[config.mk]
export PLATFORM = sky130hd
export DESIGN_NAME = alu_issue_stage_flat
export DESIGN_NICKNAME = d
export VERILOG_FILES = /design/src/rtl/alu_issue_stage_if.sv /design/src/rtl/alu_issue_stage.sv /design/src/flat_wrapper.sv
export SDC_FILE = /design/constraint.sdc
export NUM_CORES = 1
export LEC_CHECK = 0
export ABC_CLOCK_PERIOD_IN_PS = 6800
export CAP_MARGIN = 10
export CORE_MARGIN = 2
export CORE_UTILIZATION = 28
export CTS_CLUSTER_SIZE = 24
export DETAILED_ROUTE_END_ITERATION = 8
export GPL_TIMING_DRIVEN = 0
export SLEW_MARGIN = 15
export SYNTH_ARGS = -nofsm -noshare
export SYNTH_HDL_FRONTEND = slang
export SYNTH_SLANG_ARGS = --single-unit
export TNS_END_PERCENT = 10
[constraint.sdc]
create_clock -name CLK -period 6.8 [get_ports CLK]
set_clock_uncertainty 0.1 [all_clocks]
set_input_delay 1.02 -clock CLK [delete_from_list [all_inputs] [get_ports CLK]]
set_output_delay 1.02 -clock CLK [all_outputs]
set_load 0.005 [all_outputs]
[src/rtl/alu_issue_stage_if.sv]
// Handshake and operand bus between decode, the ALU issue stage and the EX stage.
// slave = the issue stage itself, master = the surrounding pipeline driving it.
interface alu_issue_stage_if #(
  parameter int WORD_W = 32,
  parameter int OP_W   = 4,
  parameter int REG_W  = 5
);
  logic              flush;
  logic              in_valid;
  logic              in_ready;
  logic [REG_W-1:0]  in_rs;
  logic [REG_W-1:0]  in_rt;
  logic [WORD_W-1:0] in_rs_data;
  logic [WORD_W-1:0] in_rt_data;
  logic [WORD_W-1:0] in_imm;
  logic              in_use_imm;
  logic [OP_W-1:0]   in_alu_op;
  logic              fwd_mem_en;
  logic [REG_W-1:0]  fwd_mem_reg;
  logic [WORD_W-1:0] fwd_mem_dat;
  logic              fwd_wb_en;
  logic [REG_W-1:0]  fwd_wb_reg;
  logic [WORD_W-1:0] fwd_wb_dat;
  logic              out_valid;
  logic              out_ready;
  logic [WORD_W-1:0] port_a;
  logic [WORD_W-1:0] port_b;
  logic [OP_W-1:0]   alu_op;

  modport slave (
    input  flush, in_valid, in_rs, in_rt, in_rs_data, in_rt_data, in_imm,
           in_use_imm, in_alu_op, fwd_mem_en, fwd_mem_reg, fwd_mem_dat,
           fwd_wb_en, fwd_wb_reg, fwd_wb_dat, out_ready,
    output in_ready, out_valid, port_a, port_b, alu_op
  );

  modport master (
    output flush, in_valid, in_rs, in_rt, in_rs_data, in_rt_data, in_imm,
           in_use_imm, in_alu_op, fwd_mem_en, fwd_mem_reg, fwd_mem_dat,
           fwd_wb_en, fwd_wb_reg, fwd_wb_dat, out_ready,
    input  in_ready, out_valid, port_a, port_b, alu_op
  );
endinterface

[src/rtl/alu_issue_stage.sv]
// ALU operand issue stage: 2-entry skid buffer with EX/MEM and MEM/WB operand forwarding.
// Define ALU_ISSUE_FWD_EN to enable forwarding/snooping; otherwise operands are register-file values.
module alu_issue_stage #(
  parameter int WORD_W = 32,
  parameter int OP_W   = 4,
  parameter int REG_W  = 5
) (
  input  logic CLK,
  input  logic RST,
  alu_issue_stage_if.slave bus
);

  typedef logic [WORD_W-1:0] word_t;
  typedef logic [OP_W-1:0]   aluop_t;
  typedef logic [REG_W-1:0]  idx_t;

  typedef enum logic [1:0] {S_EMPTY, S_ONE, S_TWO} state_t;

`ifdef ALU_ISSUE_FWD_EN
  localparam bit FWD_EN = 1'b1;
`else
  localparam bit FWD_EN = 1'b0;
`endif

  logic   fwd_mem_en, fwd_wb_en;
  idx_t   fwd_mem_reg, fwd_wb_reg;
  word_t  fwd_mem_dat, fwd_wb_dat;

  assign fwd_mem_en  = bus.fwd_mem_en;
  assign fwd_mem_reg = bus.fwd_mem_reg;
  assign fwd_mem_dat = bus.fwd_mem_dat;
  assign fwd_wb_en   = bus.fwd_wb_en;
  assign fwd_wb_reg  = bus.fwd_wb_reg;
  assign fwd_wb_dat  = bus.fwd_wb_dat;

  // $0 is never forwarded; the younger EX/MEM result wins over MEM/WB.
  function automatic word_t fwd_resolve(input idx_t idx, input word_t dat);
    fwd_resolve = dat;
    if (FWD_EN && idx != '0) begin
      if (fwd_mem_en && fwd_mem_reg == idx)
        fwd_resolve = fwd_mem_dat;
      else if (fwd_wb_en && fwd_wb_reg == idx)
        fwd_resolve = fwd_wb_dat;
    end
  endfunction

  state_t state, state_nxt;
  logic   in_ready_q;
  logic   acc;
  logic   ld_out_in, ld_out_skid, ld_skid;

  word_t  a_p1, b_p1;
  aluop_t op_p1;
  idx_t   rs_p1, rt_p1;
  logic   ui_p1;

  word_t  skid_a_p1, skid_b_p1;
  aluop_t skid_op_p1;
  idx_t   skid_rs_p1, skid_rt_p1;
  logic   skid_ui_p1;

  word_t  in_a_p0, in_b_p0;
  word_t  held_a, held_b, skid_a_rsv, skid_b_rsv;

  assign acc = bus.in_valid && in_ready_q;

  assign in_a_p0    = fwd_resolve(bus.in_rs, bus.in_rs_data);
  assign in_b_p0    = bus.in_use_imm ? bus.in_imm : fwd_resolve(bus.in_rt, bus.in_rt_data);
  assign held_a     = fwd_resolve(rs_p1, a_p1);
  assign held_b     = ui_p1 ? b_p1 : fwd_resolve(rt_p1, b_p1);
  assign skid_a_rsv = fwd_resolve(skid_rs_p1, skid_a_p1);
  assign skid_b_rsv = skid_ui_p1 ? skid_b_p1 : fwd_resolve(skid_rt_p1, skid_b_p1);

  always_ff @(posedge CLK) begin
    if (RST) begin
      state      <= S_EMPTY;
      in_ready_q <= 1'b1;
    end else begin
      state      <= state_nxt;
      in_ready_q <= (state_nxt != S_TWO);
    end
  end

  always_comb begin
    state_nxt   = state;
    ld_out_in   = 1'b0;
    ld_out_skid = 1'b0;
    ld_skid     = 1'b0;
    case (state)
      S_EMPTY: begin
        if (acc) begin
          ld_out_in = 1'b1;
          state_nxt = S_ONE;
        end
      end
      S_ONE: begin
        if (acc && bus.out_ready) begin
          ld_out_in = 1'b1;
        end else if (acc) begin
          ld_skid   = 1'b1;
          state_nxt = S_TWO;
        end else if (bus.out_ready) begin
          state_nxt = S_EMPTY;
        end
      end
      S_TWO: begin
        if (bus.out_ready) begin
          ld_out_skid = 1'b1;
          state_nxt   = S_ONE;
        end
      end
      default: state_nxt = S_EMPTY;
    endcase
    // flush overrides every transfer into the stage
    if (bus.flush) begin
      state_nxt   = S_EMPTY;
      ld_out_in   = 1'b0;
      ld_out_skid = 1'b0;
      ld_skid     = 1'b0;
    end
  end

  // ---- output stage (p1): load from input or skid, otherwise snoop while held ----
  always_ff @(posedge CLK) begin
    if (RST) begin
      a_p1  <= '0;
      b_p1  <= '0;
      op_p1 <= '0;
    end else if (!bus.flush) begin
      if (ld_out_in) begin
        a_p1  <= in_a_p0;
        b_p1  <= in_b_p0;
        op_p1 <= bus.in_alu_op;
        rs_p1 <= bus.in_rs;
        rt_p1 <= bus.in_rt;
        ui_p1 <= bus.in_use_imm;
      end else if (ld_out_skid) begin
        a_p1  <= skid_a_rsv;
        b_p1  <= skid_b_rsv;
        op_p1 <= skid_op_p1;
        rs_p1 <= skid_rs_p1;
        rt_p1 <= skid_rt_p1;
        ui_p1 <= skid_ui_p1;
      end else if (state != S_EMPTY && !bus.out_ready) begin
        a_p1 <= held_a;
        b_p1 <= held_b;
      end
    end
  end

  // ---- skid entry (p1): captured only when the output is stalled ----
  always_ff @(posedge CLK) begin
    if (ld_skid) begin
      skid_a_p1  <= in_a_p0;
      skid_b_p1  <= in_b_p0;
      skid_op_p1 <= bus.in_alu_op;
      skid_rs_p1 <= bus.in_rs;
      skid_rt_p1 <= bus.in_rt;
      skid_ui_p1 <= bus.in_use_imm;
    end else if (state == S_TWO && !bus.out_ready && !bus.flush) begin
      skid_a_p1 <= skid_a_rsv;
      skid_b_p1 <= skid_b_rsv;
    end
  end

  assign bus.in_ready  = in_ready_q;
  assign bus.out_valid = (state != S_EMPTY);
  assign bus.port_a    = a_p1;
  assign bus.port_b    = b_p1;
  assign bus.alu_op    = op_p1;

endmodule
[src/flat_wrapper.sv]
// flat-port wrapper written by rule: the top's interface ports become plain ports
module alu_issue_stage_flat 
#(
  parameter int WORD_W = 32,
  parameter int OP_W   = 4,
  parameter int REG_W  = 5
)
  (CLK, RST, bus_flush, bus_in_valid, bus_in_rs, bus_in_rt, bus_in_rs_data, bus_in_rt_data, bus_in_imm, bus_in_use_imm, bus_in_alu_op, bus_fwd_mem_en, bus_fwd_mem_reg, bus_fwd_mem_dat, bus_fwd_wb_en, bus_fwd_wb_reg, bus_fwd_wb_dat, bus_out_ready, bus_in_ready, bus_out_valid, bus_port_a, bus_port_b, bus_alu_op);
  alu_issue_stage_if #(.WORD_W(WORD_W), .OP_W(OP_W), .REG_W(REG_W)) bus_i ();
  input  logic CLK;
  input  logic RST;
  input wire logic [$bits(bus_i.flush)-1:0] bus_flush;
  input wire logic [$bits(bus_i.in_valid)-1:0] bus_in_valid;
  input wire logic [$bits(bus_i.in_rs)-1:0] bus_in_rs;
  input wire logic [$bits(bus_i.in_rt)-1:0] bus_in_rt;
  input wire logic [$bits(bus_i.in_rs_data)-1:0] bus_in_rs_data;
  input wire logic [$bits(bus_i.in_rt_data)-1:0] bus_in_rt_data;
  input wire logic [$bits(bus_i.in_imm)-1:0] bus_in_imm;
  input wire logic [$bits(bus_i.in_use_imm)-1:0] bus_in_use_imm;
  input wire logic [$bits(bus_i.in_alu_op)-1:0] bus_in_alu_op;
  input wire logic [$bits(bus_i.fwd_mem_en)-1:0] bus_fwd_mem_en;
  input wire logic [$bits(bus_i.fwd_mem_reg)-1:0] bus_fwd_mem_reg;
  input wire logic [$bits(bus_i.fwd_mem_dat)-1:0] bus_fwd_mem_dat;
  input wire logic [$bits(bus_i.fwd_wb_en)-1:0] bus_fwd_wb_en;
  input wire logic [$bits(bus_i.fwd_wb_reg)-1:0] bus_fwd_wb_reg;
  input wire logic [$bits(bus_i.fwd_wb_dat)-1:0] bus_fwd_wb_dat;
  input wire logic [$bits(bus_i.out_ready)-1:0] bus_out_ready;
  output wire logic [$bits(bus_i.in_ready)-1:0] bus_in_ready;
  output wire logic [$bits(bus_i.out_valid)-1:0] bus_out_valid;
  output wire logic [$bits(bus_i.port_a)-1:0] bus_port_a;
  output wire logic [$bits(bus_i.port_b)-1:0] bus_port_b;
  output wire logic [$bits(bus_i.alu_op)-1:0] bus_alu_op;
  assign bus_i.flush = bus_flush;
  assign bus_i.in_valid = bus_in_valid;
  assign bus_i.in_rs = bus_in_rs;
  assign bus_i.in_rt = bus_in_rt;
  assign bus_i.in_rs_data = bus_in_rs_data;
  assign bus_i.in_rt_data = bus_in_rt_data;
  assign bus_i.in_imm = bus_in_imm;
  assign bus_i.in_use_imm = bus_in_use_imm;
  assign bus_i.in_alu_op = bus_in_alu_op;
  assign bus_i.fwd_mem_en = bus_fwd_mem_en;
  assign bus_i.fwd_mem_reg = bus_fwd_mem_reg;
  assign bus_i.fwd_mem_dat = bus_fwd_mem_dat;
  assign bus_i.fwd_wb_en = bus_fwd_wb_en;
  assign bus_i.fwd_wb_reg = bus_fwd_wb_reg;
  assign bus_i.fwd_wb_dat = bus_fwd_wb_dat;
  assign bus_i.out_ready = bus_out_ready;
  assign bus_in_ready = bus_i.in_ready;
  assign bus_out_valid = bus_i.out_valid;
  assign bus_port_a = bus_i.port_a;
  assign bus_port_b = bus_i.port_b;
  assign bus_alu_op = bus_i.alu_op;
  alu_issue_stage #(.WORD_W(WORD_W), .OP_W(OP_W), .REG_W(REG_W)) u_core (.CLK(CLK), .RST(RST), .bus(bus_i));
endmodule
==> metrics.md <==
| Metric | Value |
|---|---|
| Antenna diode count | `0` |
| Total setup buffers inserted after CTS | `0` |
| Final cycle utilization of the critical path | `39.19%` |
| Area fraction of the dominant cell type after synthesis | `approximately a third` |
| Hold Violations, Final | `0` |
| Wire per inst | `16.89 um` |
| Synth cell types | `30` |
| Core Rows | `53` |
| Hold_sp | `u_core.bus.port_a[16]` |
| Syn_nets | `620` |
| Sw power | `between 400 and 500 uW` |
| Worst hold path type | `reg -> reg` |
| Die height | `about 150 um` |
| Met2 GRT Util | `a little under a quarter` |
| Leak | `about 0.0027 uW` |
| Reg clk slew, reported paths | `approximately 0.060 ns` |
| CP startpoint | `u_core.state[0]` |
| Sw Share | `between 20% and 30%` |
| Layout cell share with drive strength beyond 1 | `29.76%` |
| Syn. warnings | `0` |
| Power Density | `between 200 and 250 mW/mm2` |
| IO Count | `~260` |
| Slowest cell on crit path | `clkdlybuf4s50_1` |
| Worst Setup End Kind | `primary output` |
| Final setup viols | `0` |
| Crit path buf inv count | `1` |
| Critical path's top delay family | `buffers and inverters` |
| Clk_lat worst skew | `0.41 ns` |
| DR vias/cell | `roughly 4.6` |
| Max-slew headroom | `around 50%` |
| Setup crit end | `bus_out_valid` |
| Critical Path RT | `approximately 5.7 ns` |
| Slew Limit Fails | `0` |
| Reg2Reg Launch Point | `u_core.state[1]` |
| Synth top area cells | `edfxtp_1 (34%), dfxtp_1 (24%), a22oi_2 (11%), a21oi_2 (7.4%), mux2_2 (5.7%)` |
| Mean Syn Cell Area | `~14 um2` |
| TritonCTS clock tree | `yes` |
| Clock tree sinks | `139` |
| Detail Route Antenna Nets | `0` |
| Crit path largest cell delay | `about 0.47 ns` |
| Dpl cells | `just under 900` |
| Core area | `roughly 0.021 mm2` |
| Vias in the first global route | `~4500` |
| Setup TNS | `0 ns` |
| CP Max Fanout | `6` |
| CTS Root Cell | `clkbuf_16` |
| Met1 usage | `between 10% and 20%` |
| First-pass GRT wire length | `about 24000 um` |
| Grt met3 use | `under 10%` |
| Crit path launch type | `register` |
| Synth Instances | `approximately 430` |
| Post-Route WL | `between 15000 and 20000 um` |
| RSZ-0062 raised after global routing | `false` |
| Status | `completed` |
| Clock period minus worst slack | `approximately 2.7 ns` |
| PostCTS Resize Cnt | `0` |
| Worst vdd ir | `approximately 0.12 mV` |
| Nets | `815` |
| DRT Pass-1 Iters | `6` |
| CTS buffer count | `17` |
| RD Place Congestion | `about 0.7` |
| Logic pwr share | `a little under an eighth` |
| Post-DP HPWL | `roughly 11000 um` |
| # hold bufs at CTS | `0` |
| Drt initial violations | `120` |
| Largest net degree at the start of global routing | `26` |
| Mapped Area | `about 0.006 mm2` |
| Maxcap violations | `0` |
| CP Cell Sequence | `or2_2, clkdlybuf4s50_1` |
| # DRC | `0` |
| Most used routing layer | `met2` |
| Clock Path Buffers | `2` |
| GR Util All Layers | `between 10% and 20%` |
| Internal power | `between 1500 and 2000 uW` |
| DIE WIDTH | `between 100 and 150 um` |
| Setup CP Type | `reg -> out` |
| Register-to-register setup slack | `between 4 and 5 ns` |
| Initial Util | `roughly 28%` |
| Worst-Margin Slew | `around 0.75 ns` |
| Total gr overflow | `0` |
| Sequential element share of the synthesized area | `58.30%` |
| Vias | `about 4200` |
| Worst r2r path cells | `4` |
| Peak Freq | `approximately 380 MHz` |
| Crit path arrival time | `roughly 1.5 ns` |
| Area delta synth->final | `45.66%` |
| Total die area | `between 0.02 and 0.025 mm2` |
| Non-Filler Instances | `a little over 900` |
| IO buf count | `173` |
| Reg power frac | `44.8%` |
| Critical R2R Capture | `u_core.skid_b_p1[23]` |
| Cell count along the critical path | `2` |
| #FFs+latches synth | `about 140` |
| Initial antenna violation count | `0` |
| Largest area contributor in the netlist | `edfxtp_1` |
| Power share of the clock group | `43.2%` |
| H-tree depth | `4` |
[power by group through the flow]
stage | clock network, uW | registers (uW) | logic [uW]
after floorplan | 0 | 938 | 109
after global placement | 0 | 939 | 243
after detailed placement | 0 | 939 | 249
after CTS | 911 | 922 | 251
after global routing | 939 | 924 | 267
final | 888 | 922 | 248
[per-layer routing]
metal | up-vias | routed length (um)
met4 | 0 | 175
met2 | 130 | 7619
li1 | 1986 | -
met5 | - | 0
met1 | 2054 | 6750
met3 | 13 | 821
[sequential cells by signal, summed over array words and instances, names as in the netlist]
signal / flops
u_core.state: 2
u_core.bus.port_a: 32
u_core.skid_op_p1: 4
u_core.bus.port_b: 32
u_core.bus.in_ready: 1
u_core.skid_b_p1: 32
u_core.bus.alu_op: 4
u_core.skid_a_p1: 32
[cell usage after synthesis (all sizes together)]
master	instances
a211oi	19
a21oi	53
a22oi	50
and2	1
and4bb	2
buf	25
clkbuf	9
dfxtp	71
edfxtp	68
mux2	32
mux2i	18
nand2	52
nand2b	1
nor2	20
nor2b	2
nor4	1
o21ai	1
o21bai	1
or2	1
or4	1
[metrics by stage]
stage | instance area [um2] | power, uW | setup slack [ns] | hold WS, ns | utilization [%]
6_report | 8653 | 2057 | 4.135 | 0.3663 | 41.29
5_1_grt | 8653 | 2130 | 4.080 | 0.3886 | 41.29
4_1_cts | 8653 | 2084 | 4.116 | 0.3694 | 41.29
3_5_place_dp | 8099 | 1188 | 3.744 | 0.3600 | 38.65
3_3_place_gp | 8016 | 1182 | -0.6523 | 0.3551 | 38.26
2_1_floorplan | 5941 | 1047 | 1.771 | 0.3646 | -
[logic make-up after synthesis]
family	after synthesis	synth area share [%]
buffers and inverters	34	5.750
AND/OR/NAND/NOR	81	5.897
flip-flops	139	58.30
multiplexers	50	9.098
AO/OA/AOI/OAI	124	20.96
[worst min path at each step]
stage                                  to  slack [ns]  depth (start not counted)
CTS                 u_core.bus.port_a[16]        0.37                          2
finish              u_core.bus.port_a[16]        0.37                          2
global placement     u_core.bus.port_a[7]        0.36                          2
detailed placement  u_core.bus.port_a[16]        0.36                          2
floorplan            u_core.bus.alu_op[0]        0.36                          2
global route         u_core.bus.port_a[5]        0.39                          2
[area by class of cell]
type | instances | area [um2]
clock inverter | 8 | 96.34
tap | 275 | 344.1
clock buffer | 23 | 457.9
buffer | 34 | 341.6
fill | 2025 | 12300
multi-input combinational | 255 | 2143
timing repair buffer | 176 | 1807
sequential | 139 | 3463
[cells in the final DEF, fill, tap and decap left out, drive strengths merged]
cell,n
nand2,52
clkinv,3
and4bb,2
nand2b,1
nor2b,2
nor2,20
and2,1
a211oi,19
o21bai,1
or2,1
a21oi,53
edfxtp,68
mux2,32
a22oi,50
bufinv,2
clkinvlp,3
buf,28
o21ai,1
or4,1
mux2i,18
clkbuf,32
clkdlybuf4s50,173
dfxtp,71
nor4,1
[worst min-delay path, stage by stage, from the launching register on]
cell     delay, ns
dfxtp_1       0.30
nand2_1       0.07
a21oi_2       0.05
No activity file was read; power rests on OpenSTA's default activity.
